==> src/rtl/accel_pkg.sv <==
// Shared opcodes, response bytes and command-decoder FSM states for the accelerator host link.
package accel_pkg;

  localparam logic [7:0] OP_START = 8'h01;
  localparam logic [7:0] OP_DIMS  = 8'h02;
  localparam logic [7:0] OP_WR_A  = 8'h10;
  localparam logic [7:0] OP_WR_B  = 8'h11;

  localparam logic [7:0] RESP_ACK = 8'hAA;
  localparam logic [7:0] RESP_NAK = 8'h55;

  typedef enum logic [2:0] {
    IDLE,
    PAYLOAD,
    CHECK,
    EXEC,
    RESP
  } cmd_state_t;

  function automatic logic op_known(input logic [7:0] op);
    return (op == OP_START) || (op == OP_DIMS) || (op == OP_WR_A) || (op == OP_WR_B);
  endfunction

endpackage

==> src/rtl/pkt_timeout.sv <==
// Inter-byte idle watchdog: expired is high on the LIMIT-th consecutive enabled cycle.
// Combinational expired, registered count; clear dominates enable.
module pkt_timeout #(
  parameter int LIMIT = 100000
) (
  input  logic clk,
  input  logic rst,
  input  logic clear,
  input  logic enable,
  output logic expired
);

  localparam int CW = $clog2(LIMIT + 1);

  logic [CW-1:0] cnt;

  assign expired = enable && (cnt == CW'(LIMIT - 1));

  always_ff @(posedge clk or posedge rst) begin
    if (rst) begin
      cnt <= '0;
    end else if (clear) begin
      cnt <= '0;
    end else if (enable) begin
      cnt <= cnt + CW'(1);
    end
  end

endmodule

==> src/rtl/cmd_packet_decoder.sv <==
// UART command decoder: opcode + addr(2, LE) + data(4, LE) [+ XOR checksum when CMD_CHECKSUM_EN].
// Strobes 2 cycles after the final byte, response 1 cycle later and held until tx_ready; rx has no backpressure.
module cmd_packet_decoder
  import accel_pkg::*;
#(
  parameter int ADDR_W         = 16,
  parameter int DATA_W         = 32,
  parameter int TIMEOUT_CYCLES = 100000
) (
  input  logic              clk,
  input  logic              rst,
  input  logic [7:0]        rx_data,
  input  logic              rx_valid,
  output logic              mem_wr_en,
  output logic              mem_sel,
  output logic [ADDR_W-1:0] mem_addr,
  output logic [DATA_W-1:0] mem_wr_data,
  output logic              start,
  output logic              dims_wr,
  output logic [DATA_W-1:0] dims_data,
  output logic [7:0]        tx_data,
  output logic              tx_valid,
  input  logic              tx_ready,
  output logic [7:0]        err_cnt
);

`ifdef CMD_CHECKSUM_EN
  localparam logic [2:0] LAST_IDX = 3'd6;
`else
  localparam logic [2:0] LAST_IDX = 3'd5;
`endif

  cmd_state_t  state, state_nxt;
  logic [7:0]  opcode_q;
  logic [2:0]  byte_cnt;
  logic [47:0] payload_q;
  logic        pkt_ok;
  logic        to_clear, to_enable, to_expired;
  logic        overrun, bad_pkt, err_inc;

`ifdef CMD_CHECKSUM_EN
  // Running XOR over every byte including the checksum: a clean packet folds to zero.
  logic [7:0] csum_q;
  assign pkt_ok = op_known(opcode_q) && (csum_q == 8'h00);
`else
  assign pkt_ok = op_known(opcode_q);
`endif

  assign tx_valid  = (state == RESP);
  assign to_enable = (state == PAYLOAD) && !rx_valid;
  assign to_clear  = (state != PAYLOAD) || rx_valid;
  assign overrun   = rx_valid && ((state == CHECK) || (state == EXEC) || (state == RESP));
  assign bad_pkt   = (state == CHECK) && !pkt_ok;
  assign err_inc   = overrun || bad_pkt || to_expired;

  pkt_timeout #(
    .LIMIT(TIMEOUT_CYCLES)
  ) u_timeout (
    .clk    (clk),
    .rst    (rst),
    .clear  (to_clear),
    .enable (to_enable),
    .expired(to_expired)
  );

  always_ff @(posedge clk or posedge rst) begin
    if (rst) begin
      state <= IDLE;
    end else begin
      state <= state_nxt;
    end
  end

  always_comb begin
    state_nxt = state;
    case (state)
      IDLE:    if (rx_valid) state_nxt = PAYLOAD;
      PAYLOAD: begin
        if (rx_valid && (byte_cnt == LAST_IDX)) begin
          state_nxt = CHECK;
        end else if (to_expired) begin
          state_nxt = IDLE;
        end
      end
      CHECK:   state_nxt = EXEC;
      EXEC:    state_nxt = RESP;
      RESP:    if (tx_ready) state_nxt = IDLE;
      default: state_nxt = IDLE;
    endcase
  end

  always_ff @(posedge clk or posedge rst) begin
    if (rst) begin
      opcode_q    <= '0;
      byte_cnt    <= '0;
      payload_q   <= '0;
`ifdef CMD_CHECKSUM_EN
      csum_q      <= '0;
`endif
      mem_wr_en   <= 1'b0;
      mem_sel     <= 1'b0;
      mem_addr    <= '0;
      mem_wr_data <= '0;
      start       <= 1'b0;
      dims_wr     <= 1'b0;
      dims_data   <= '0;
      tx_data     <= '0;
      err_cnt     <= '0;
    end else begin
      mem_wr_en <= 1'b0;
      start     <= 1'b0;
      dims_wr   <= 1'b0;

      if ((state == IDLE) && rx_valid) begin
        opcode_q <= rx_data;
        byte_cnt <= '0;
`ifdef CMD_CHECKSUM_EN
        csum_q   <= rx_data;
`endif
      end

      if ((state == PAYLOAD) && rx_valid) begin
        byte_cnt <= byte_cnt + 3'd1;
`ifdef CMD_CHECKSUM_EN
        csum_q   <= csum_q ^ rx_data;
`endif
        // Little-endian shift: after six bytes addr sits in [15:0], data in [47:16].
        if (byte_cnt < 3'd6) begin
          payload_q <= {rx_data, payload_q[47:8]};
        end
      end

      // Strobes are registered here so they appear during the EXEC cycle.
      if (state == CHECK) begin
        tx_data <= pkt_ok ? RESP_ACK : RESP_NAK;
        if (pkt_ok) begin
          case (opcode_q)
            OP_START: start <= 1'b1;
            OP_DIMS: begin
              dims_wr   <= 1'b1;
              dims_data <= DATA_W'(payload_q[47:16]);
            end
            OP_WR_A, OP_WR_B: begin
              mem_wr_en   <= 1'b1;
              mem_sel     <= (opcode_q == OP_WR_B);
              mem_addr    <= ADDR_W'(payload_q[15:0]);
              mem_wr_data <= DATA_W'(payload_q[47:16]);
            end
            default: ;
          endcase
        end
      end

      if (err_inc && (err_cnt != 8'hFF)) begin
        err_cnt <= err_cnt + 8'd1;
      end
    end
  end

endmodule

==> config.mk <==
export PLATFORM = sky130hd
export DESIGN_NAME = cmd_packet_decoder
export DESIGN_NICKNAME = d
export VERILOG_FILES = /design/src/rtl/accel_pkg.sv /design/src/rtl/pkt_timeout.sv /design/src/rtl/cmd_packet_decoder.sv
export SDC_FILE = /design/constraint.sdc
export NUM_CORES = 1
export LEC_CHECK = 0
export ABC_AREA = 1
export CAP_MARGIN = 20
export CORE_UTILIZATION = 30
export DETAILED_ROUTE_END_ITERATION = 10
export HOLD_SLACK_MARGIN = 0.1
export PLACE_DENSITY = 0.59
export SYNTH_ARGS = -nofsm -noshare
export SYNTH_HDL_FRONTEND = slang
export SYNTH_SLANG_ARGS = --single-unit
==> constraint.sdc <==
create_clock -name clk -period 8.8 [get_ports clk]
set_input_delay 2.2 -clock clk [delete_from_list [all_inputs] [get_ports clk]]
set_output_delay 2.2 -clock clk [all_outputs]
set_load 0.01 [all_outputs]
## Word level (Yosys, flattened, before mapping)

Index checks and enable logic that the tools add are counted.

- Register bits after elaboration: 179
- Bits in latches: 0
- RAM bits: 0
- Memory bits (read-only): 0
- Input bits: 12
- Output and inout bits: 101
- Logic and storage cells: 78
- Memories kept: 0

- $add $sub $neg: 3
- Multiply operators: 0
- Divide/modulo/power cells: 0
- Order comparisons: 1
- Equal/unequal tests: 15
- Shifts and indexed selects: 0
- Mux-type cells: 19
- Bitwise operators: 0
- Reductions and logical operators: 26

Operators with widths:

| kind | number |
|---|---|
| $mux W17 | 2 |
| $mux W3 | 6 |
| $add A17 B1 Y17 const B | 1 |
| $eq A17 B17 Y1 const B | 1 |
| $eq A8 B5 Y1 const B | 2 |
| $pmux W3 S5 | 1 |
| $mux W1 | 9 |
| $reduce_and A3 Y1 | 3 |
| $add A8 B1 Y8 const B | 1 |
| $eq A8 B1 Y1 const B | 1 |
| $eq A8 B2 Y1 const B | 1 |
| $logic_and A1 B1 Y1 | 8 |
| $logic_or A1 B1 Y1 | 8 |
| $mux W8 | 1 |
| $ne A8 B8 Y1 const B | 1 |
| $eq A3 B2 Y1 const B | 2 |
| $eq A3 B3 Y1 const B | 2 |
| $reduce_bool A2 Y1 | 2 |
| $add A3 B1 Y3 const B | 1 |
| $eq A3 B1 Y1 const B | 1 |
| $logic_not A3 Y1 | 1 |
| $lt A3 B3 Y1 const B | 1 |
| $ne A3 B1 Y1 const B | 1 |
| $ne A3 B3 Y1 const B | 1 |
| other kinds (5) | 6 |

## Longest topological paths before layout

- Depth in word-level cells: 9
- Gate-level depth with buffers: 10
- Mapped depth without buffers: 10

## Hierarchy

From an unflattened synthesis, not the netlist that was laid out.

- Cell total of the unflattened synthesis: 774
- Area total of the unflattened synthesis: 7144.4 um^2

Modules (own cells, without submodules):

| module | times used | cells each | area each (um^2) | sequential area each (um^2) |
|---|---|---|---|---|
| cmd_packet_decoder | 1 | 628 | 6077.1 | 3903.7 |
| pkt_timeout | 1 | 146 | 1067.3 | 425.4 |

## Worst setup path after synthesis

Ideal clock, no wire load.

- Kind: in2reg
- Start point: input rx_valid
- End point: register err_cnt[6]
- Setup time: 0.117 ns
- Arrival: 2.979 ns
- Required time: 8.683 ns
- Slack: 5.703 ns
- Cell stages on the path: 8
- Buffers on the path: 0
- Cell sequence: inv_1 > nand4_4 > nor2_1 > nand2_1 > nand3_4 > nand2_4 > nand2_1 > nand2_1

- Longest elaborated chain between the ends: 5
- Elaborated cells on any way between the ends: 7
- Those cells by class: reduce/logical: 7

Ends and longest elaborated chain:

| item | RTL line | RTL |
|---|---|---|
| from (decl) | cmd_packet_decoder.sv:13 | `input logic rx_valid,` |
| $logic_not A1 Y1 | cmd_packet_decoder.sv:50 | `assign to_enable = (state == PAYLOAD) && !rx_valid;` |
| $logic_and A1 B1 Y1 | cmd_packet_decoder.sv:50 |  |
| $logic_and A1 B1 Y1 | pkt_timeout.sv:17 | `assign expired = enable && (cnt == CW'(LIMIT - 1));` |
| $logic_or A1 B1 Y1 * | cmd_packet_decoder.sv:54 | `assign err_inc = overrun \|\| bad_pkt \|\| to_expired;` |
| $logic_and A1 B1 Y1 * | cmd_packet_decoder.sv:154 | `if (err_inc && (err_cnt != 8'hFF)) begin` |
| to (signal assigned) | cmd_packet_decoder.sv:155 | `err_cnt <= err_cnt + 8'd1;` |
| to (decl) | cmd_packet_decoder.sv:24 | `output logic [7:0] err_cnt` |

Mark *: on every way between the ends. The rest lies on a longest branch, timed or not.
A chain may end at the register's enable or synchronous reset.

## Final worst setup path

- Start point: register state[0]
- End point: output tx_valid

- Longest elaborated chain between the ends: 1

Ends and longest elaborated chain:

| item | RTL line | RTL |
|---|---|---|
| from (decl) | cmd_packet_decoder.sv:33 | `cmd_state_t state, state_nxt;` |
| from (signal assigned) | cmd_packet_decoder.sv:70 | `state <= state_nxt;` |
| $eq A3 B3 Y1 | cmd_packet_decoder.sv:49 | `assign tx_valid = (state == RESP);` |
| to (decl) | cmd_packet_decoder.sv:22 | `output logic tx_valid,` |

No other way between the ends.

==> results.cfg <==
[sta]
tns_ps = 0
skew_ps = 9.680
worst_pin_slew_ps = 891.6
rsz0062_at_grt = no
slew_viol_final = 0
layout_worst_path_cycle_share_pct = 47.62
setup_viol = 0
hold_violations = 0
max_freq_mhz = 238.6
fin_crit_ps = 4191
maxSlewHeadroom_pct = 40.56

[setup_path]
end_kind = primary output
worstSetupStartpointType = register
critPathMaxFanout = 5
r2r_cells = 5
cp.arrival_ps = 1990
cp.required_ps = 6600
crit_type = reg -> out

[synthesis]
yosysSeqAreaShare_pct = 60.73
yosys.cell_types.count = 35
synth-edff-count = 0
synthAdderAreaFrac_pct = 0.7021
synth_area_leader_cell = dfrtp_1
synth_area_sq_um = 7128
synth_area_per_cell_sq_um = 9.530
synthCells = 748
synthSimpleGateAreaFrac_pct = 18.27
ys_warn_count = 0
synthXorXnorAreaFrac_pct = 1.229
synth_seq_cells = 173
synth.most_common_cell = nand2_1
syn_nets = 764
synthTopCellsByArea = dfrtp_1, nand2_1, o21ai_0, inv_1, o21ai_1
synth_mux_area_share_pct = 0
synth_top_family_by_area = simple AND/OR/NAND/NOR gates
synth_common_cells = nand2_1, dfrtp_1, inv_1
async_flop_share_pct = 100.0
synth_compound_area_share_pct = 11.44
yosys.area.top_type_share_pct = 60.73
synthFlopType = dfrtp_1

[die]
die_w_microns = 156.1
dieArea_sq_um = 24380
core_area_sq_um = 23400
rows = 56
die_y_microns = 156.1
ios = 113
start_util_pct = 30.46

[job]
drv_cap = 0

[route]
dr_total_vias = 5034
drcViolationCount = 0
drt_iter0_drc = 246
dr.pass1.iters = 4
vias_per_cell = 4.262
ant_nets = 0
wire_per_inst_microns = 13.37
finalWirelength_mm = 15.79

[cells_and_area]
area_growth_syn_to_layout_pct = 27.28
drive_gt1_share_pct = 9.165
n_antenna_cell = 0
nNetsFinal = 865

[clocking]
cts_setup_buffers = 0
cts-root-buf = clkbuf_16
hold_buffers = 0
clock_latency_ps = 430
cts.clk_slew.worst_paths_ps = 70
postCtsResizedCells = 0
htreeDepth = 4
cts_buffers = 17
cts_tree = built
cts_sinks = 173
cts_buffer_depth = 2

[hold_path]
whs_path_depth = 2
hp-class = reg -> reg

[pwr]
p_per_area_nw_per_um2 = 251.5
peakVddDrop_mv = 0.1379
leakagePower_uw = 0.004098
finalPower_uw = 2282

[grt]
grt_max_degree = 92
antenna_found_initial = 0
track_usage_pct = 13.76
grt_pass1_vias = 4941
grt_pass1_wl_mm = 25.94
grt_overflow_total = 0

[run_status]
status = completed

[place]
gp_congestion = 0.8042
numPortBuffers = 112
hpwl_mm = 10.77
-- flip-flops by register name, summed over array words and instances (netlist names) --
signal	flops
mem_sel	1
start	1
opcode_q	8
state	3
mem_wr_data	32
mem_wr_en	1
dims_wr	1
byte_cnt	3
mem_addr	16
u_timeout.cnt	17
err_cnt	8
dims_data	32
tx_data	2
payload_q	48
-- layer usage --
layer  up-vias  part of all wire (%)  global-route usage [%]
met3         8                   4.4                   4.000
li1       2583                     -                       -
met2        94                    45                   20.92
met5         -                     0                       0
met1      2349                    49                   19.11
met4         0                  0.65                   3.501
-- cell usage in the layout (no fill, tap or decap), drive strengths merged, types with 3 or more instances in the layout --
master	instances
nand4	4
o21ai	133
dfrtp	173
clkdlybuf4s50	112
buf	4
nor3	16
clkbuf	20
ha	4
nor2	49
inv	86
clkinv	3
xnor2	4
a21oi	5
xor2	6
nand2	210
nand3	22
-- cell families after synthesis --
group                      Yosys count
adders and majority gates            4
DFF                                173
AOI/OAI and AO/OA                  143
buffers and inverters              113
and+or+nand+nor                    305
xor gates and xnor gates            10
-- through the flow --
step                      utilization (%)  setup slack [ps]  hold WS [ps]  cells  area, sq um
after floorplan                         -              1912         431.9    748         7128
after global placement              36.07              4358         450.4   1148         8442
after detailed placement            36.07              4348         455.7   1148         8442
after CTS                           38.65              4626         467.0   1180         9045
after global routing                38.77              4524         487.6   1181         9072
final                               38.77              4609         465.8   1181         9072
-- final timing paths --
check	startpoint	endpoint	slack, ps
max in group asynchronous	rst	dims_data[2]	5330
min reg2reg	payload_q[1]	mem_addr[1]	470
max	state[0]	tx_valid	4610
max reg2reg	byte_cnt[2]	payload_q[30]	6680
min in group asynchronous	rst	mem_wr_data[27]	2310
min	payload_q[1]	mem_addr[1]	470
-- cell type report --
cell class,count,area (sq um)
fillers,2348,14330
inverters,79,304.0
repair buffers,116,1171
flip-flops and latches,173,4329
multi-input cells,462,2266
clock buffers,20,456.7
well taps,319,399.1
clock inverters,12,146.4
-- critical path, cell delays in order (launching register included) --
cell and delay, ps:
dfrtp_1 460, nor3_1 470, clkdlybuf4s50_1 640
-- where the power goes --
| group | leakage (uW) | total (uW) | switching [uW] | internal (uW) |
|---|---|---|---|---|
| sequential | 0.00234 | 1020 | 90.5 | 933 |
| combinational | 0.00146 | 489 | 312 | 178 |
| clock | 0.000299 | 769 | 327 | 442 |
(Power assumes the default switching activity.)
